==> config.mk <==
export PLATFORM = sky130hd
export DESIGN_NAME = fast_countdown
export DESIGN_NICKNAME = d
export VERILOG_FILES = /design/src/rtl/fast_countdown_pkg.sv /design/src/rtl/fast_countdown_cd_half.sv /design/src/rtl/fast_countdown.sv
export SDC_FILE = /design/constraint.sdc
export NUM_CORES = 1
export LEC_CHECK = 0
export ABC_AREA = 1
export BUFFER_PORTS_ARGS = -buffer_cell sky130_fd_sc_hd__buf_2
export CAP_MARGIN = 20
export CORE_MARGIN = 1.5
export CORE_UTILIZATION = 40
export CTS_BUF_LIST = sky130_fd_sc_hd__clkbuf_4
export DETAILED_ROUTE_END_ITERATION = 10
export GPL_TIMING_DRIVEN = 0
export SYNTH_ARGS = -nofsm -noshare
export SYNTH_HDL_FRONTEND = slang
export SYNTH_SLANG_ARGS = --single-unit
==> constraint.sdc <==
create_clock -name s_clk_i -period 3.45 [get_ports s_clk_i]
set_clock_uncertainty 0.05 [all_clocks]
set_input_delay 0.69 -clock s_clk_i [delete_from_list [all_inputs] [get_ports s_clk_i]]
set_output_delay 0.69 -clock s_clk_i [all_outputs]
set_load 0.05 [all_outputs]
==> src/rtl/fast_countdown_pkg.sv <==
// Shared state and write-select encodings for the split-half countdown timer.
package p_hardisc;

    typedef enum logic [1:0] {
        IDLE = 2'd0,
        RUN  = 2'd1,
        DONE = 2'd2
    } cd_state_e;

    typedef enum logic [1:0] {
        CNT_LO = 2'd0,
        CNT_HI = 2'd1,
        RLD_LO = 2'd2,
        RLD_HI = 2'd3
    } cd_wsel_e;

endpackage

==> src/rtl/fast_countdown_cd_half.sv <==
// One DW-bit half of the countdown register: load has priority over decrement,
// wrap flags a decrement out of zero so the caller can borrow from the next half.
module cd_half #(
    parameter int unsigned DW = 32
) (
    input  logic          clk,
    input  logic          resetn,
    input  logic          load,
    input  logic [DW-1:0] load_val,
    input  logic          dec,
    output logic [DW-1:0] q,
    output logic          wrap
);

    localparam logic [DW-1:0] ONE = {{(DW-1){1'b0}}, 1'b1};

    always_ff @(posedge clk) begin
        if (!resetn) begin
            q <= '0;
        end else if (load) begin
            q <= load_val;
        end else if (dec) begin
            q <= q - ONE;
        end
    end

    assign wrap = dec && !load && (q == '0);

endmodule

==> src/rtl/fast_countdown.sv <==
// 2*DW-bit countdown timer built from two DW-bit halves; a low-half wrap is
// carried into the high half one cycle later through a registered borrow flag.
module fast_countdown
    import p_hardisc::*;
#(
    parameter int unsigned DW          = 32,
    parameter bit          AUTO_RELOAD = 1'b1
) (
    input  logic          s_clk_i,
    input  logic          s_resetn_i,
    input  logic          s_wen_i,
    input  logic [1:0]    s_wsel_i,
    input  logic [DW-1:0] s_wdata_i,
    input  logic          s_start_i,
    input  logic          s_stop_i,
    input  logic          s_en_i,
    output logic [2*DW-1:0] s_cnt_o,
    output logic          s_valid_o,
    output logic          s_expire_o,
    output logic          s_run_o
);

    if ((DW < 8) || ((DW % 2) != 0)) begin : g_bad_dw
        $error("fast_countdown: DW must be even and at least 8");
    end

    cd_state_e     state, state_next;
    logic [DW-1:0] lo_q, hi_q, rld_lo, rld_hi;
    logic [DW-1:0] lo_val, hi_val;
    logic          borrow, borrow_next;
    logic          expire_r, valid_r, run_r;
    logic          wr_cnt_lo, wr_cnt_hi, wr_cnt, wr_rld_lo, wr_rld_hi;
    logic          tick, cnt_zero, expire_now, expire_eff, reload;
    logic          lo_load, hi_load, lo_dec, hi_dec, lo_wrap, hi_wrap;

    cd_half #(.DW(DW)) u_lo (
        .clk      (s_clk_i),
        .resetn   (s_resetn_i),
        .load     (lo_load),
        .load_val (lo_val),
        .dec      (lo_dec),
        .q        (lo_q),
        .wrap     (lo_wrap)
    );

    cd_half #(.DW(DW)) u_hi (
        .clk      (s_clk_i),
        .resetn   (s_resetn_i),
        .load     (hi_load),
        .load_val (hi_val),
        .dec      (hi_dec),
        .q        (hi_q),
        .wrap     (hi_wrap)
    );

    always_comb begin
        wr_cnt_lo  = 1'b0;
        wr_cnt_hi  = 1'b0;
        wr_rld_lo  = 1'b0;
        wr_rld_hi  = 1'b0;
        if (s_wen_i) begin
            unique case (cd_wsel_e'(s_wsel_i))
                CNT_LO: wr_cnt_lo = 1'b1;
                CNT_HI: wr_cnt_hi = 1'b1;
                RLD_LO: wr_rld_lo = 1'b1;
                RLD_HI: wr_rld_hi = 1'b1;
            endcase
        end
        wr_cnt     = wr_cnt_lo || wr_cnt_hi;

        tick       = (state == RUN) && s_en_i;
        cnt_zero   = (lo_q == '0) && (hi_q == '0);
        expire_now = tick && !borrow && cnt_zero;
        // A count write cancels the whole expiry: no pulse, no reload, no DONE.
        expire_eff = expire_now && !wr_cnt;
        reload     = expire_eff && AUTO_RELOAD;

        lo_load    = wr_cnt_lo || (!wr_cnt && reload);
        hi_load    = wr_cnt_hi || (!wr_cnt && reload);
        lo_val     = wr_cnt_lo ? s_wdata_i : rld_lo;
        hi_val     = wr_cnt_hi ? s_wdata_i : rld_hi;
        lo_dec     = tick && !wr_cnt && !expire_now;
        hi_dec     = borrow && !wr_cnt;
        borrow_next = lo_wrap;

        state_next = state;
        unique case (state)
            IDLE, DONE: if (s_start_i && !s_stop_i) state_next = RUN;
            RUN: begin
                if (s_stop_i)                        state_next = IDLE;
                else if (expire_eff && !AUTO_RELOAD) state_next = DONE;
            end
            default: state_next = IDLE;
        endcase
    end

    always_ff @(posedge s_clk_i) begin
        if (!s_resetn_i) begin
            state    <= IDLE;
            borrow   <= 1'b0;
            rld_lo   <= '0;
            rld_hi   <= '0;
            expire_r <= 1'b0;
            valid_r  <= 1'b1;
            run_r    <= 1'b0;
        end else begin
            // The high half only ever absorbs a borrow while it is non-zero.
            assert (!hi_wrap);
            state    <= state_next;
            borrow   <= borrow_next;
            if (wr_rld_lo) rld_lo <= s_wdata_i;
            if (wr_rld_hi) rld_hi <= s_wdata_i;
            expire_r <= expire_eff;
            valid_r  <= !borrow_next;
            run_r    <= (state_next == RUN);
        end
    end

    assign s_cnt_o    = {hi_q, lo_q};
    assign s_valid_o  = valid_r;
    assign s_expire_o = expire_r;
    assign s_run_o    = run_r;

endmodule

==> results of run 1 <==
==> logic make-up after synthesis <==
| group | Yosys count | share of synthesized area, % |
|---|---|---|
| simple gates | 594 | 32.2 |
| compound gates | 283 | 18.6 |
| buf+inv | 166 | 9.09 |
| flops | 134 | 34.6 |
| xor+xnor | 37 | 4.17 |
| mux | 7 | 0.999 |
| fa+ha+maj | 2 | 0.322 |
==> flip-flops by register name, indices dropped and copies added (netlist names) <==
name and count:
u_hi.q 32, rld_lo 32, rld_hi 32, s_valid_o 1, s_run_o 1, s_expire_o 1
borrow 1, u_lo.q 32, state 2
==> how the worst max path moves through the flow <==
stage | to
CTS | u_lo.q[25]$_SDFFE_PN0P_
floorplan | u_hi.q[25]$_SDFFE_PN0P_
global route | u_lo.q[3]$_SDFFE_PN0P_
finish | u_lo.q[25]$_SDFFE_PN0P_
detailed placement | u_hi.q[19]$_SDFFE_PN0P_
global placement | u_hi.q[19]$_SDFFE_PN0P_
==> layout make-up <==
| class | count | area (um^2) |
|---|---|---|
| Antenna cell | 1 | 2.50 |
| Buffer | 60 | 305 |
| Clock buffer | 17 | 128 |
| Clock inverter | 15 | 124 |
| Fill cell | 2095 | 10000 |
| Inverter | 106 | 400 |
| Multi-Input combinational cell | 923 | 4380 |
| Sequential cell | 134 | 2680 |
| Tap cell | 260 | 325 |
| Timing Repair Buffer | 106 | 531 |
==> routing by layer <==
metal  GRT usage (%)  part of all wire [%]  up-vias
met5               0                     0        -
li1                -                     -     4202
met2            43.7                    43      364
met3            6.22                   8.1       38
met1            41.9                    46     3965
met4            9.01                   2.2        0
==> where the power goes <==
group | internal [uW] | total (uW) | switching (uW)
clock | 299 | 1020 | 717
sequential | 1640 | 1740 | 99.6
combinational | 346 | 1170 | 828
==> per-stage QoR <==
stage	util, %	cells	worst slack (ns)
floorplan	-	1223	1.21
global placement	45.6	1589	0.613
detailed placement	45.6	1589	0.641
CTS	47.0	1621	0.924
global route	47.0	1622	0.734
finish	47.0	1622	0.851
==> layout by cell type (no fill, tap or decap), types with 4 or more instances in the layout <==
cell,instances
nand2_1,265
nor2_1,221
o21ai_0,166
dfxtp_1,134
buf_2,119
inv_1,102
a21oi_1,91
nand3_1,55
clkbuf_1,34
xnor2_1,20
xor2_1,17
clkbuf_4,17
o21ai_1,16
nor2_2,10
nor3_1,8
nand4_1,8
buf_4,7
mux2_2,6
nand2_4,5
buf_6,5
clkinvlp_4,5
nand3_2,4
nand2_2,4
clkinv_4,4
inv_6,4
==> critical path: cells and delay by family, from the launching register on <==
kind	cells	cell delay [ns]
AND/OR/NAND/NOR	8	1.25
adder cells (fa/ha/maj)	1	0.30
flip-flops	1	0.38
buffers and inverters	3	0.43
AO/OA/AOI/OAI	1	0.06
==> flow_summary_export.csv, run 1 <==
group,metric,value,unit
run_status,status,"finished, final reports clean",
cells_and_area,nets,1390,
logic_synthesis,ys_ff_latch,134,
setup_path,worst_r2r_path_depth,13,
min_path,hp-class,"in -> reg",
power_and_ir_drop,total_power,3930,uW
timing,fmaxAchievable,385,MHz
grt,antenna_found_initial,1,
floorplanning,die_width,142,um
logic_synthesis,ys.warnings.count,0,
clock_network,hold_buffers,0,
placement,gp_routability_congestion,0.943,
setup_path,critical_path.max_fanout,10,
floorplanning,floorplan.die_area,20300,um^2
timing,layout_min_cycle_time,2.60,ns
logic_synthesis,yosysTopAreaCellShare,34.6,%
grt,grt_pass1_vias,7674,
logic_synthesis,yosysTopAreaCell,"dfxtp_1",
logic_synthesis,netlist_area,7760,um^2
min_path,hold_start,"s_start_i",
detailed_routing,detail_route.drc_violations,0,
floorplanning,count_of_standard_cell_rows,50,
clock_network,tritoncts,"built",
setup_path,critical_path.endpoint_type,"register",
detailed_routing,num_vias,8569,
detailed_routing,routed_wl,29000,um
clock_network,clk_pin_slew,0.15,ns
detailed_routing,postRouteAntennaNets,0,
setup_path,cp-startpoint,"u_lo.q[0]$_SDFFE_PN0P_",
clock_network,cts-root-buf,"clkbuf_4",
detailed_routing,detail_route.iter0.violations,817,
clock_network,cts_repair_resize_count,0,
setup_path,worst_ep_arrival_time,3.01,ns
timing,timing.max_slew.rel_slack,48.0,%
floorplanning,chipHeight,142,um
logic_synthesis,synth_async_sr_flop_share,0,%
flow_run,drv.max_cap_violation_count,0,
setup_path,worst_path_cell_chain,"inv_1 -> ha_1 -> nand2_4 -> nor2_4 -> nand3_2 -> nor2_4 -> nand3_4 -> nand2_2 -> buf_6 -> buf_6 -> nand3_1 -> nand2_1 -> a21oi_1",
timing,grt_setup_unrepaired,"no",
clock_network,tritoncts_buffers,17,
grt,maximum_number_of_pins_on_one_net_before_global_route_repair,17,
grt,overflow_left_after_global_routing,0,
min_path,hold-path-cell-count,2,
logic_synthesis,yosys.cell_count.top_type,"nand2_1",
cells_and_area,drive_above_1_share,15.1,%
timing,worst_slew_pin_slew,0.781,ns
timing,finalMaxSlewViolations,0,
setup_path,cp_startpoint_kind,"register",
logic_synthesis,number_of_synthesized_flops_with_an_enable_pin,0,
floorplanning,ioPinCount,107,
cells_and_area,area_growth_syn_to_layout,14.3,%
setup_path,setup.reg_to_reg.worst_slack,0.85,ns
setup_path,worstReg2RegEnd,"u_lo.q[25]$_SDFFE_PN0P_",
setup_path,timing.rr.start,"u_lo.q[0]$_SDFFE_PN0P_",
logic_synthesis,synth.yosys.seq_area_share,34.6,%
clock_network,clkLatencyLatePin,0.59,ns
logic_synthesis,net_count_synth,1265,
clock_network,cts_post_setup_buffers_inserted,0,
timing,setup_violations,0,
detailed_routing,route.detailed.wl_per_inst,17.9,um
logic_synthesis,syn_inst,1223,
setup_path,worst_path_largest_cell_delay,0.38,ns
grt,globalRouteTotalUtil,29.3,%
logic_synthesis,ys_dominant_reg_cell,"dfxtp_1",
cells_and_area,finalInstanceArea,8870,um^2
setup_path,timing.critical_path.required,3.86,ns
logic_synthesis,post_synth.cell_area_avg,6.35,um^2
floorplanning,core_region_area,18900,um^2
timing,finalCritPeriodShare,75.3,%
clock_network,cts_max_path_buffers,2,
power_and_ir_drop,static-leakage-power,0.00411,uW
timing,finalHoldViolCount,0,
setup_path,critical_path_class,"reg -> reg",
logic_synthesis,cell_types_with_the_highest_counts_after_synthesis,"265 x nand2_1, 221 x nor2_1, 166 x o21ai_0",
grt,grt_first_pass_wirelength,44400,um
logic_synthesis,synth_top_cells_by_area,"dfxtp_1 35%, nand2_1 13%, o21ai_0 11%",
clock_network,ctsHtreeMaxLevel,4,
placement,detailedPlacementHpwl,22100,um
placement,placement.cell_area,8620,um^2
setup_path,crit_slowest_cell,"dfxtp_1",
timing,fin_setup_tns,0,ns
floorplanning,initial_core_util,41.1,%
power_and_ir_drop,ir_worst_vdd,0.176,mV
detailed_routing,viasPerCell,5.28,
timing,fin_worst_hold_slack,0.262,ns
logic_synthesis,yosysUniqueCellTypes,40,
power_and_ir_drop,power.density_cell_area,443,nW/um^2
detailed_routing,drtPass1Iterations,7,
min_path,worst_hold_endpoint,"state[1]$_SDFF_PN0_",
placement,port-buffer-count,106,
clock_network,clock_sinks,134,
(Power assumes the default switching activity.)
==> run 2, diff against run 1 <==
Clock period 3.45 ns to 2.3 ns, I/O delays scaled along.
==> flow_summary_export.csv, run 2 (synthesis results as in run 1) <==
group,metric,value,unit
grt,antenna_found_initial,1,
setup_path,critical_path.endpoint_type,"register",
floorplanning,floorplan.die_area,20300,um^2
setup_path,worst_path_cell_chain,"inv_2 -> ha_4 -> nand2_4 -> nor2_4 -> nand3_2 -> nor2_4 -> nand3_4 -> nand2_2 -> buf_6 -> buf_6 -> nand3_2 -> nand2_1 -> a21oi_1",
timing,finalCritPeriodShare,97.2,%
detailed_routing,num_vias,8602,
placement,port-buffer-count,106,
power_and_ir_drop,power.density_cell_area,655,nW/um^2
detailed_routing,detail_route.drc_violations,0,
grt,grt_first_pass_wirelength,44500,um
power_and_ir_drop,total_power,6000,uW
setup_path,timing.critical_path.required,2.71,ns
cells_and_area,nets,1406,
timing,timing.max_slew.rel_slack,47.4,%
placement,post-place-cells,1589,
setup_path,cp-startpoint,"u_lo.q[0]$_SDFFE_PN0P_",
clock_network,clock_sinks,134,
placement,gp_routability_congestion,0.943,
setup_path,setup.reg_to_reg.worst_slack,0.06,ns
power_and_ir_drop,ir_worst_vdd,0.260,mV
floorplanning,die_width,142,um
clock_network,clkLatencyLatePin,0.59,ns
setup_path,critical_path.max_fanout,10,
cells_and_area,commonest_non_fill_non_tap_cell_in_the_layout,"nand2_1",
timing,finalHoldViolCount,0,
setup_path,worst_path_largest_cell_delay,0.37,ns
placement,detailedPlacementHpwl,22100,um
cells_and_area,filler_cell_count,2066,
clock_network,clk_pin_slew,0.15,ns
floorplanning,chipHeight,142,um
cells_and_area,area_growth_syn_to_layout,17.9,%
timing,fmaxAchievable,447,MHz
cells_and_area,drive_above_1_share,17.8,%
min_path,hold_start,"s_start_i",
floorplanning,core_region_area,18900,um^2
clock_network,ctsHtreeMaxLevel,4,
placement,placement.setup.worst_slack,-0.279,ns
clock_network,cts-root-buf,"clkbuf_4",
power_and_ir_drop,static-leakage-power,0.00422,uW
detailed_routing,detail_route.iter0.violations,838,
min_path,hp-class,"in -> reg",
floorplanning,initial_core_util,41.1,%
grt,maximum_number_of_pins_on_one_net_before_global_route_repair,17,
timing,grt_setup_unrepaired,"yes",
flow_run,drv.max_cap_violation_count,0,
cells_and_area,final_cell_mix,"265 x nand2_1, 214 x nor2_1, 163 x o21ai_0",
clock_network,tritoncts,"built",
timing,fin_worst_hold_slack,0.0362,ns
clock_network,cts_max_path_buffers,2,
timing,layout_min_cycle_time,2.24,ns
setup_path,cp_startpoint_kind,"register",
cells_and_area,fin_cells,1638,
timing,setup_violations,0,
grt,grt_pass1_vias,7677,
floorplanning,ioPinCount,107,
detailed_routing,drtPass1Iterations,5,
detailed_routing,viasPerCell,5.25,
detailed_routing,postRouteAntennaNets,0,
timing,setup_slack,0.0640,ns
detailed_routing,route.detailed.wl_per_inst,17.8,um
setup_path,critical_path_class,"reg -> reg",
timing,finalMaxSlewViolations,0,
setup_path,worst_ep_arrival_time,2.65,ns
grt,globalRouteTotalUtil,29.3,%
detailed_routing,routed_wl,29200,um
floorplanning,count_of_standard_cell_rows,50,
setup_path,crit_slowest_cell,"dfxtp_2",
clock_network,tritoncts_buffers,17,
run_status,status,"finished, final reports clean",
timing,worst_slew_pin_slew,0.789,ns
setup_path,timing.rr.start,"u_lo.q[0]$_SDFFE_PN0P_",
grt,overflow_left_after_global_routing,0,
-- run 2: path summary, 6_finish.rpt --
kind / to / cells after the start
worst min-delay path: state[1]$_SDFF_PN0_ / 2
worst max-delay path: u_lo.q[25]$_SDFFE_PN0P_ / 13
worst max register to register: u_lo.q[25]$_SDFFE_PN0P_ / 13
worst min register to register: rld_hi[2]$_SDFFE_PN0P_ / 2
-- run 2: final cells by class --
| cell class | instances | area (um^2) | share of cell area [%] |
|---|---|---|---|
| Timing Repair Buffer | 121 | 643 | 7.02 |
| Antenna cell | 1 | 2.50 | 0.0273 |
| Tap cell | 260 | 325 | 3.55 |
| Sequential cell | 134 | 2690 | 29.4 |
| Clock inverter | 15 | 124 | 1.35 |
| Clock buffer | 17 | 128 | 1.39 |
| Buffer | 60 | 344 | 3.76 |
| Inverter | 106 | 405 | 4.43 |
| Multi-Input combinational cell | 923 | 4490 | 49.0 |
| Timing Repair inverter | 1 | 6.26 | 0.0683 |
-- run 2: worst max-delay path, delay by kind of cell, from the launching register on --
kind | cells | cell delay [ns]
flops | 1 | 0.37
fa+ha+maj | 1 | 0.17
compound gates | 1 | 0.05
buf+inv | 3 | 0.41
simple gates | 8 | 1.04
-- run 2: stage by stage --
step	area, um^2	TNS, ns	utilization [%]
floorplan	7760	0	-
global placement	8620	-7.74	45.6
detailed placement	8620	-7.66	45.6
CTS	8960	0	47.4
global route	9160	-0.0328	48.5
finish	9160	0	48.5
-- run 2: repair_timing --
item	in CTS	in global routing
hold buffers	0	0
gates resized for setup	11	43
setup buffers	6	9
cloned	0	1
setup endpoints to repair	57	63
pin swaps	4	5
-- run 2: power breakdown --
part | leakage (uW) | total, uW | switching, uW | internal (uW)
sequential | 0.00110 | 2610 | 152 | 2460
combinational | 0.00299 | 1860 | 1280 | 581
clock | 0.000124 | 1530 | 1080 | 448
-- run 2: per-layer routing --
metal	up-vias	track usage (%)	share of wire, %
li1	4230	-	-
met1	3940	42.7	47
met2	386	43.8	43
met3	46	5.62	7.5
met4	0	8.68	2.4
met5	-	0	0
